===== src/rtl/fetch_queue.sv =====
// fetch_queue: 4-entry in-order instruction queue between fetch and decode
module fetch_queue #(
  parameter int DEPTH = 4
) (
  input  logic        CLK,
  input  logic        RST,
  input  logic        IN_VALID,
  output logic        IN_READY,
  input  logic [31:0] IN_PC,
  input  logic [31:0] IN_INSTRUCTION,
  input  logic        FLUSH,
  output logic        OUT_VALID,
  input  logic        OUT_READY,
  output logic [31:0] OUT_PC,
  output logic [31:0] OUT_INSTRUCTION,
  output logic [31:0] OUT_PC_PLUS4,
  output logic [2:0]  COUNT
);
  logic [31:0] pc_q [4];
  logic [31:0] pc_d [4];
  logic [31:0] ins_q [4];
  logic [31:0] ins_d [4];
  logic [1:0] wp_q, wp_d, rp_q, rp_d;
  logic [2:0] cnt_q, cnt_d;
  logic push, pop;
  // Handshakes are blocked during a flush; the head reads as zero when empty
  always_comb begin
    IN_READY = cnt_q < 3'(DEPTH) && !FLUSH;
    OUT_VALID = cnt_q != 3'd0 && !FLUSH;
    push = IN_VALID && IN_READY;
    pop = OUT_VALID && OUT_READY;
    OUT_PC = cnt_q != 3'd0 ? pc_q[rp_q] : 32'd0;
    OUT_INSTRUCTION = cnt_q != 3'd0 ? ins_q[rp_q] : 32'd0;
    OUT_PC_PLUS4 = OUT_PC + 32'd4;
    COUNT = cnt_q;
  end
  // Next state: write at WP on push, advance RP on pop, flush rewinds everything
  always_comb begin
    pc_d = pc_q;
    ins_d = ins_q;
    wp_d = wp_q;
    rp_d = rp_q;
    if (push) begin
      pc_d[wp_q] = IN_PC;
      ins_d[wp_q] = IN_INSTRUCTION;
      wp_d = wp_q + 2'd1;
    end
    if (pop) rp_d = rp_q + 2'd1;
    cnt_d = cnt_q + {2'b0, push} - {2'b0, pop};
    if (FLUSH) begin
      wp_d = '0;
      rp_d = '0;
      cnt_d = '0;
    end
  end
  // State registers with asynchronous reset that also clears storage
  always_ff @(posedge CLK or posedge RST) begin
    if (RST) begin
      pc_q <= '{default: '0};
      ins_q <= '{default: '0};
      wp_q <= '0;
      rp_q <= '0;
      cnt_q <= '0;
    end else begin
      pc_q <= pc_d;
      ins_q <= ins_d;
      wp_q <= wp_d;
      rp_q <= rp_d;
      cnt_q <= cnt_d;
    end
  end
endmodule


===== config.mk =====
export PLATFORM = sky130hd
export DESIGN_NAME = fetch_queue
export DESIGN_NICKNAME = d
export VERILOG_FILES = /design/src/rtl/fetch_queue.sv
export SDC_FILE = /design/constraint.sdc
export NUM_CORES = 1
export LEC_CHECK = 0
export BUFFER_PORTS_ARGS = -buffer_cell sky130_fd_sc_hd__buf_4
export CAP_MARGIN = 20
export CORE_MARGIN = 3
export CORE_UTILIZATION = 35
export DETAILED_ROUTE_END_ITERATION = 7
export PLACE_DENSITY_LB_ADDON = 0.2
export SETUP_SLACK_MARGIN = 0.1
export SLEW_MARGIN = 20
export SYNTH_ARGS = -nofsm -noshare
export SYNTH_HDL_FRONTEND = slang
export SYNTH_SLANG_ARGS = --single-unit

===== constraint.sdc =====
create_clock -name CLK -period 11.11 [get_ports CLK]
set_clock_uncertainty 0.1 [all_clocks]
set_input_delay 1.6665 -clock CLK [delete_from_list [all_inputs] [get_ports CLK]]
set_output_delay 1.6665 -clock CLK [all_outputs]
set_load 0.02 [all_outputs]

* Yosys cells after proc, flatten, opt, wreduce, memory -nomap -nowiden
Cells that the tools add are included.
** Cells by class
- $add $sub $neg :: 5
- $mul :: 0
- Divide/modulo/power cells :: 0
- $lt $le $gt $ge :: 4
- Equal/unequal tests :: 0
- Shifts and indexed selects :: 0
- Mux-type cells :: 17
- Bitwise gates (word level) :: 2
- Reduce and logical (&&, ||, !) cells :: 9
** Operators with widths (count)
- 128-bit bitwise mux :: 2
- 32-bit 2-to-1 mux :: 7
- 32-bit binary-select mux with 2-bit select :: 2
- 32-bit demux with 2-bit select :: 1
- 32-bit by 3-bit adder with 32-bit output (second input constant) :: 1
- 2-bit 2-to-1 mux :: 4
- 3-bit >= comparator (second input constant) :: 2
- 2-bit NOT with 3-bit output :: 2
- 1-bit logical AND :: 5
- 2-bit by 1-bit adder with 2-bit output (second input constant) :: 2
- 2-bit nonzero test :: 2
- 3-bit by 1-bit adder with 3-bit output :: 1
- 3-bit by 1-bit less-than comparator with 1-bit output (second input constant) :: 1
- 3-bit less-than comparator (second input constant) :: 1
- 3-bit 2-to-1 mux :: 1
- 3-bit nonzero test :: 1
- 3-bit by 1-bit subtractor with 3-bit output :: 1
- 1-bit logical NOT :: 1
** Word-level totals
- Register bits :: 263
- Latch bits :: 0
- RAM bits :: 0
- ROM bits :: 0
- Input port bits :: 69
- Output and inout port bits :: 101
- Logic and storage cells :: 48
- Memories :: 0

* Longest topological paths before layout
Gate-level depths: netlist of the first run.
- Depth in word-level cells :: 6
- Depth in mapped cells :: 13
- Gate-level depth less buffers :: 11

* Least setup slack after synthesis of the first run
No wires, ideal clock.
- Kind :: reg-to-output
- Start point :: reg cnt_q[1], in the netlist COUNT[1]
- End point :: out OUT_PC_PLUS4[26]
- Data arrival time :: 3.167 ns
- Data required time :: 9.344 ns
- Path slack :: 6.176 ns
- Stages on the path, launching flop included :: 13
- Buffers on the path :: 4
- Path through :: dfrtp_1 > or3_1 > buf_2 > clkbuf_1 > clkbuf_1 > clkbuf_1 > nand2_1 > inv_1 > ha_1 > nand3_1 > nor4b_2 > nand4_1 > xnor2_1
** On the way
- Cells in the longest elaborated chain, start to end :: 3
** RTL lines
- start: declaration :: RTL line 24 : logic [2:0] cnt_q, cnt_d;
- start signal: assignment :: RTL line 69 : cnt_q <= cnt_d;
- 3-bit nonzero test :: RTL line 32 : OUT_PC = cnt_q != 3'd0 ? pc_q[rp_q] : 32'd0;
- 32-bit 2-to-1 mux :: RTL line 32
- via OUT_PC[2] :: RTL line 14 : output logic [31:0] OUT_PC,
- 32-bit by 3-bit adder with 32-bit output :: RTL line 34 : OUT_PC_PLUS4 = OUT_PC + 32'd4;
- end: declaration :: RTL line 16 : output logic [31:0] OUT_PC_PLUS4,
The timed path passes the listed nets, and every way through them passes these cells.

* Worst setup path in the final report of the first run
- Start point :: reg rp_q[1]
- End point :: out OUT_PC_PLUS4[28]
** On the way
- Cells in the longest elaborated chain, start to end :: 6
** RTL lines
- start: declaration :: RTL line 23 : logic [1:0] wp_q, wp_d, rp_q, rp_d;
- start signal: assignment :: RTL line 68 : rp_q <= rp_d;
- 2-bit NOT with 3-bit output (not written as such) :: RTL line 32
- 32-bit binary-select mux with 2-bit select :: RTL line 32
- 32-bit 2-to-1 mux (not written as such) (2 in series) :: RTL line 32
- 32-bit 2-to-1 mux :: RTL line 32
- 32-bit by 3-bit adder with 32-bit output :: RTL line 34
Every way passes these cells. The select of a mux whose other input is x is not followed.

==> impl_metrics.csv, run 1 <==
group,metric,value,unit
synth,syn_area,0.01264,sq mm
setup_path,r2r_cells,12,
power,p_leak,6.846,nW
clock_network,cts_setup_buffers,0,
drt,post_drt_wl_per_cell,20.09,microns
setup_path,cp.required,9.34,ns
setup_path,rr_startpoint,"COUNT[1]",
setup_path,cp.arrival,4.13,ns
grt,grt_use_total,0.1558,
finish,mostFrequentLayoutCell,"dfrtp_1",
grt,grt_pass1_vias,8096,
setup_path,start_kind,"flop",
power,cellPowerDensity,297.6,mW/mm^2
floorplanning,start_util,0.3605,
hold_path,min_to,"pc_q[84]",
outcome,status,"completed",
placement,port_buffers,169,
floorplanning,core-area,0.03505,sq mm
clock_network,htreeDepth,1,
synth,yosysUniqueCellTypes,38,
setup_path,reg2reg_to,"COUNT[2]",
clock_network,cts_resized,0,
floorplanning,die_x,196.0,microns
clock_network,cts_hold_buf,0,
timing,rsz0062_at_grt,"no",
floorplanning,chipHeight,196.0,microns
drt,drt_pass1_iterations,4,
synth,ys_top_cells_by_area,"dfrtp_1, mux2_2, mux4_2, and2_1, mux4_1",
floorplanning,die_area,0.03843,sq mm
floorplanning,row_count,68,
setup_path,cp-startpoint,"rp_q[1]",
finish,layout_common_cells,"dfrtp_1, mux2_2, buf_4",
timing,worst_slew_pin_slew,1.091,ns
job,drv_cap,0,
drt,totalWireLength,29.91,mm
timing,whs,0.3980,ns
drt,drc,0,
finish,drive_gt1_frac,0.5387,
clock_network,cts_inserted_buffers,30,
synth,yosys_warnings,0,
timing,fin_crit_sh,0.5305,
hold_path,min-delay-start,"pc_q[84]",
timing,slew-limit-headroom,0.2728,
finish,nets,1088,
clock_network,cts.path.max_buffers,3,
setup_path,r2r_slack,8.10,ns
placement,dp.final_hpwl,18.48,mm
placement,post-place-ws,5.672,ns
synth,syn_avg_cell_area,14.76,sq um
clock_network,clk_root_buffer_cell,"clkbuf_16",
timing,setup_violations,0,
placement,gp_congestion,0.7271,
synth,postSynthCellCount,856,
grt,gr-total-overflow,0,
clock_network,clk_latency,0.54,ns
synth,yosysTopAreaCell,"dfrtp_1",
timing,tns,0,ns
power,peakVddDrop,0.1705,mV
clock_network,cts.sinks,263,
grt,grt_start_max_net_pins,85,
timing,hold_viol,0,
timing,max_freq,169.7,MHz
clock_network,cts_tree,"built",
setup_path,timing_worst_setup_path_type,"reg2out",
drt,via_per_inst,5.041,
timing,report.final.slew_viol_count,0,
timing,fin_crit,5.893,ns
power,fin_total_pwr,4.583,mW
hold_path,hold_class,"reg2reg",
synth,ys_seq_area_frac,0.5207,
clock_network,clk_transition_reported_paths,0.06,ns
synth,synth_nets,933,
synth,ys_ff_latch,263,
synth,synth_top_area_share,0.5207,
setup_path,crit_fanout,57,
setup_path,cp-end-kind,"primary output",
hold_path,whs_path_depth,1,
timing,setup_slack,5.217,ns
grt,antenna_found_initial,0,
floorplanning,ios,170,
drt,drtIter0Drc,324,
drt,vias,7506,
drt,antenna_left,0,
finish,syn_to_final_growth,21.85,%
finish,antenna_cells,0,
grt,grt_pass1_wl,47.77,mm
==> per-layer routing <==
layer | vias to the layer above | share of wire | global-route usage
li1 | 3417 | - | -
met1 | 3881 | 0.47 | 0.2169
met2 | 159 | 0.46 | 0.2521
met3 | 49 | 0.052 | 0.03435
met4 | 0 | 0.021 | 0.03354
met5 | - | 0 | 0
==> power by group <==
part / switching [mW] / total (mW) / leakage, nW / internal (mW)
clock: 0.395 / 1.08 / 0.549 / 0.689
sequential: 0.242 / 1.63 / 3.29 / 1.39
combinational: 0.873 / 1.87 / 3.00 / 0.992
total: 1.51 / 4.58 / 6.85 / 3.07
==> state kept, by name (all words and copies together) (netlist names) <==
signal and cells:
ins_q 128, wp_q 2, rp_q 2, pc_q 128, COUNT 3
==> metrics by stage <==
stage          utilization  instance area (sq um)  std cells
4_1_cts             0.4393                  15400       1489
2_1_floorplan            -                  12640        856
3_3_place_gp        0.4075                  14280       1434
6_report            0.4393                  15400       1489
5_1_grt             0.4393                  15400       1489
3_5_place_dp        0.4075                  14280       1434
==> critical path, stage by stage, from the launching register on <==
cell	delay [ns]
dfrtp_4	0.54
buf_4	0.79
mux4_2	0.44
and2_1	0.17
ha_1	0.23
nand2_1	0.08
nor4_1	0.33
nand4_1	0.41
nor2_1	0.23
xor2_1	0.17
buf_4	0.16
==> synth_stat cells <==
cell type	count
dfrtp_1	263
mux2_2	256
and2_1	59
mux4_2	54
buf_2	31
nand2_1	30
xnor2_1	19
nor2_1	18
inv_1	17
clkbuf_1	16
xor2_1	13
mux4_1	11
ha_1	7
nand3_1	7
nor3_1	7
nand4_1	6
buf_4	5
nor4_1	5
buf_6	4
nor2b_1	4
and3_1	3
and4_1	3
and4b_1	2
nand3_2	2
and2_0	1
buf_1	1
fa_1	1
nand2_2	1
nand4_2	1
nor4_4	1
nor4b_2	1
nor4bb_1	1
o21ai_0	1
o31ai_1	1
o41ai_1	1
or3_1	1
or4_1	1
or4_4	1
==> cells by family after synthesis <==
kind of cell | count (synthesis) | synth area share
xor gates and xnor gates | 32 | 0.02218
buffers and inverters | 74 | 0.02891
AOI/OAI and AO/OA | 3 | 0.001683
muxes | 321 | 0.3472
adders and majority gates | 8 | 0.008514
and+or+nand+nor | 155 | 0.07079
DFF | 263 | 0.5207
==> worst max-delay path by stage <==
| stage | cells past startpoint | slack (ns) | to |
|---|---|---|---|
| 2_1_floorplan | 1 | 2.10 | COUNT[0] |
| 3_3_place_gp | 10 | 5.69 | OUT_PC_PLUS4[30] |
| 3_5_place_dp | 10 | 5.67 | OUT_PC_PLUS4[28] |
| 4_1_cts | 10 | 5.09 | OUT_PC_PLUS4[28] |
| 5_1_grt | 10 | 4.85 | OUT_PC_PLUS4[30] |
| 6_report | 10 | 5.22 | OUT_PC_PLUS4[28] |
==> layout make-up <==
type / instances / area (sq um)
clock buffer: 45 / 927.1
clock inverter: 10 / 188.9
fill: 3267 / 19650
inverter: 17 / 71.32
multi-input combinational: 519 / 5703
sequential: 263 / 6589
tap: 455 / 569.3
timing repair buffer: 180 / 1351
Note: power is estimated with default switching activity, not from simulation.
==> run 2: changes to the inputs <==
- clock period: 11.11 -> 4.9 ns (I/O delays scaled with it)
==> impl_metrics.csv, run 2 (synthesis results as in run 1) <==
group,metric,value,unit
placement,dp.final_hpwl,19.30,mm
drt,vias,7591,
setup_path,cp-end-kind,"primary output",
grt,met1_usage,0.2186,
clock_network,clk_latency,0.54,ns
floorplanning,core-area,0.03505,sq mm
drt,drc,0,
setup_path,crit_fanout,28,
timing,rsz0062_at_grt,"no",
grt,met3_usage,0.03572,
timing,fin_crit_sh,0.8670,
finish,fill_cells,3281,
floorplanning,die_x,196.0,microns
power,internal_power,6.678,mW
clock_network,clk_transition_reported_paths,0.06,ns
timing,max_freq,235.4,MHz
grt,grt_pass1_wl,47.89,mm
floorplanning,chipHeight,196.0,microns
setup_path,cp.arrival,3.41,ns
clock_network,cts_setup_buffers,0,
power,peakVddDrop,0.3311,mV
drt,drtIter0Drc,328,
clock_network,cts.sinks,263,
hold_path,hold_class,"in2async",
grt,grt.met2_usage,0.2503,
power,cellPowerDensity,660.2,mW/mm^2
outcome,status,"completed",
finish,syn_to_final_growth,20.91,%
job,drv_cap,0,
finish,mostFrequentLayoutCell,"dfrtp_1",
setup_path,start_kind,"flop",
setup_path,timing_worst_setup_path_type,"reg2out",
placement,gp_congestion,0.7543,
finish,layout_common_cells,"dfrtp_1, mux2_2, buf_4",
timing,tns,0,ns
timing,slew-limit-headroom,0.3234,
timing,report.final.slew_viol_count,0,
drt,post_drt_wl_per_cell,20.26,microns
finish,postLayoutCoreUtil,0.4359,
timing,hold_viol,0,
grt,grt_pass1_vias,8143,
floorplanning,die_area,0.03843,sq mm
placement,port_buffers,169,
clock_network,cts.path.max_buffers,3,
drt,antenna_left,0,
clock_network,htreeDepth,1,
grt,busiest_layer,"met2",
grt,grt_use_total,0.1560,
setup_path,cp.required,4.07,ns
grt,grt_start_max_net_pins,130,
floorplanning,ios,170,
timing,worst_slew_pin_slew,1.015,ns
finish,nets,1095,
floorplanning,row_count,68,
grt,antenna_found_initial,0,
clock_network,cts_hold_buf,0,
power,fin_total_pwr,10.09,mW
finish,antenna_cells,0,
drt,via_per_inst,5.088,
floorplanning,start_util,0.3605,
grt,gr-total-overflow,0,
clock_network,clk_root_buffer_cell,"clkbuf_16",
power,switching_share,0.3381,
power,p_sw,3.411,mW
timing,fin_crit,4.248,ns
power,pwr-share-clk,0.211,
finish,drive_gt1_frac,0.5323,
clock_network,cts_resized,0,
clock_network,cts_inserted_buffers,31,
clock_network,cts_tree,"built",
power,power_frac_seq,0.366,
drt,totalWireLength,30.22,mm
timing,setup_violations,0,
power,p_leak,6.780,nW
drt,drt_pass1_iterations,4,
power,p_comb_frac,0.423,
[run 2: cell count changes in the layout (fill, tap and decap cells not counted), sizes merged]
cell	before	now
buf	180	186
bufinv	5	1
clkinvlp	1	3
clkinv	4	3
[run 2: per-stage QoR]
step | instances | setup WS, ns | instance area [sq um] | hold WS [ns]
6_report | 1492 | 0.6518 | 15280 | 0.06001
5_1_grt | 1492 | 0.4026 | 15280 | 0.04876
4_1_cts | 1492 | 0.5799 | 15280 | 0.03463
3_5_place_dp | 1440 | 1.169 | 14350 | 0.3883
3_3_place_gp | 1440 | 1.186 | 14350 | 0.3824
2_1_floorplan | 856 | 0.5955 | 12640 | 0.3720
[run 2: area by class of cell]
cell class                      instances  area (sq um)  share of cell area
Sequential cell                       263          6589              0.4312
Multi-Input combinational cell        519          5703              0.3732
Timing Repair Buffer                  186          1421             0.09302
Clock buffer                           45         858.3             0.05617
Tap cell                              455         569.3             0.03726
Clock inverter                          7         72.57            0.004749
Inverter                               17         67.56            0.004422
[run 2: path summary, 6_finish.rpt]
| path | slack [ns] | depth (start not counted) | from | endpoint |
|---|---|---|---|---|
| worst max-delay path | 0.65 | 7 | rp_q[0] | OUT_PC_PLUS4[31] |
| worst min-delay path | 0.06 | 2 | RST | pc_q[107] |
| worst max register to register | 1.94 | 12 | COUNT[1] | COUNT[2] |
| worst min register to register | 0.40 | 1 | pc_q[76] | pc_q[76] |
| max in group asynchronous | 3.63 | 3 | RST | pc_q[24] |
| min in group CLK | 0.34 | 2 | IN_INSTRUCTION[16] | ins_q[80] |
[run 2: power groups by stage]
stage	logic, mW	registers (mW)	clock network [mW]
6_report	4.26	3.70	2.13
5_1_grt	4.61	3.84	2.30
4_1_cts	4.34	3.71	2.20
3_5_place_dp	4.33	3.74	0
3_3_place_gp	4.28	3.72	0
2_1_floorplan	3.09	3.52	0
[run 2: layer usage]
metal  part of all wire  vias up
met5                  0        -
met4              0.020        0
li1                   -     3423
met3              0.052       36
met2               0.46      155
met1               0.47     3977
[run 2: worst max-delay path, cell delays in order, from the launching register on]
cell and delay, ns:
dfrtp_4 0.72, buf_4 0.58, mux4_2 0.38, nand3_1 0.13, nor4_4 0.54, nand4_1 0.19
xnor2_1 0.17, buf_4 0.16
==> run 3: changes to the inputs <==
- BUFFER_PORTS_ARGS: -buffer_cell sky130_fd_sc_hd__buf_4 -> default
- DONT_BUFFER_PORTS: default -> 1
==> impl_metrics.csv, run 3 (synthesis results as in run 1) <==
group,metric,value,unit
clock_network,cts.sinks,263,
finish,postLayoutCoreUtil,0.4031,
placement,port_buffers,0,
grt,grt_pass1_vias,7553,
timing,report.final.slew_viol_count,0,
timing,slew-limit-headroom,0.3800,
setup_path,cpLargestDelayFamily,"simple AND/OR/NAND/NOR gates",
clock_network,cts_hold_buf,0,
placement,dp.cells,1275,
finish,layout_common_cells,"dfrtp_1, mux2_2, and2_1",
timing,tns,0,ns
power,fin_total_pwr,9.483,mW
timing,fin_crit,4.535,ns
finish,ff_latch_area,0.006589,sq mm
grt,gr-total-overflow,0,
setup_path,cp-end-kind,"primary output",
floorplanning,die_x,196.0,microns
finish,antenna_cells,0,
finish,syn_to_final_growth,11.79,%
clock_network,cts.path.max_buffers,3,
floorplanning,ios,170,
clock_network,clk_latency,0.54,ns
timing,rsz0062_at_grt,"no",
placement,dp.final_hpwl,18.85,mm
setup_path,cp.arrival,3.70,ns
finish,mostFrequentLayoutCell,"dfrtp_1",
drt,antenna_left,0,
setup_path,cp.required,4.07,ns
setup_path,path_cells,"mux4_2, nand2_1, inv_1, ha_1, nand2_1, nor4_1, nand4_1, nor2_1, xor2_1, buf_4",
floorplanning,chipHeight,196.0,microns
drt,drt_pass1_iterations,4,
floorplanning,row_count,68,
floorplanning,start_util,0.3605,
drt,via_per_inst,5.252,
placement,gp_congestion,0.7159,
clock_network,clk_root_buffer_cell,"clkbuf_16",
clock_network,cts_tree,"built",
finish,multiInputGateArea,0.005703,sq mm
timing,max_freq,220.5,MHz
clock_network,cts_inserted_buffers,31,
setup_path,reg2reg_to,"COUNT[2]",
drt,vias,6975,
drt,post_drt_wl_per_cell,22.08,microns
clock_network,clk_transition_reported_paths,0.06,ns
drt,drtIter0Drc,202,
job,drv_cap,0,
finish,fill_cells,3314,
setup_path,crit_path_frequent_cell,"nand2_1",
power,cellPowerDensity,671.2,mW/mm^2
outcome,status,"completed",
finish,final_cells,1328,
timing,fin_crit_sh,0.9254,
placement,placed_area,0.01312,sq mm
power,peakVddDrop,0.5351,mV
setup_path,r2r_cells,12,
finish,drive_gt1_frac,0.4479,
finish,postLayoutCellArea,0.01413,sq mm
setup_path,start_kind,"flop",
drt,totalWireLength,29.32,mm
timing,worst_slew_pin_slew,0.9299,ns
grt,antenna_found_initial,0,
setup_path,rr_startpoint,"COUNT[0]",
setup_path,crit_fanout,18,
power,p_leak,5.986,nW
setup_path,critPathMaxStageDelay,0.59,ns
timing,setup_slack,0.3655,ns
setup_path,timing_worst_setup_path_type,"reg2out",
grt,grt_pass1_wl,46.24,mm
floorplanning,core-area,0.03505,sq mm
setup_path,r2r_slack,1.84,ns
drt,drc,0,
grt,grt_start_max_net_pins,120,
setup_path,crit_slowest_cell,"dfrtp_4",
setup_path,critPathBufInv,2,
placement,post-place-ws,0.9150,ns
clock_network,htreeDepth,1,
finish,nets,930,
clock_network,cts_resized,0,
hold_path,hold_class,"in2async",
timing,setup_violations,0,
timing,hold_viol,0,
floorplanning,die_area,0.03843,sq mm
grt,grt_use_total,0.1520,
timing,whs,0.1019,ns
clock_network,cts_setup_buffers,0,
-- run 3: metal layers --
metal,track usage,part of all wire
met5,0,0
met4,0.03274,0.021
met3,0.04705,0.071
met2,0.2452,0.46
met1,0.2034,0.45
-- run 3: power by group --
group	leakage, nW	internal, mW	switching, mW
Combinational	2.21	1.69	1.84
Clock	0.486	1.38	0.890
Sequential	3.29	3.16	0.528
Total	5.99	6.22	3.26
-- run 3: how the worst max path moves through the flow --
| stage | from | endpoint | slack (ns) | depth (start not counted) |
|---|---|---|---|---|
| global route | rp_q[1] | OUT_PC_PLUS4[28] | 0.20 | 10 |
| global placement | rp_q[1] | OUT_PC_PLUS4[30] | 0.92 | 10 |
| CTS | rp_q[1] | OUT_PC_PLUS4[28] | 0.32 | 10 |
| finish | rp_q[1] | OUT_PC_PLUS4[30] | 0.37 | 10 |
| detailed placement | rp_q[1] | OUT_PC_PLUS4[28] | 0.91 | 10 |
| floorplan | RST | COUNT[0] | 0.60 | 1 |
-- run 3: cell type report --
class | count | area share
clock buffer | 47 | 0.06482
clock inverter | 6 | 0.006288
inverter | 17 | 0.004782
multi-input combinational | 519 | 0.4036
sequential | 263 | 0.4663
tap | 455 | 0.04029
timing repair buffer | 21 | 0.01382
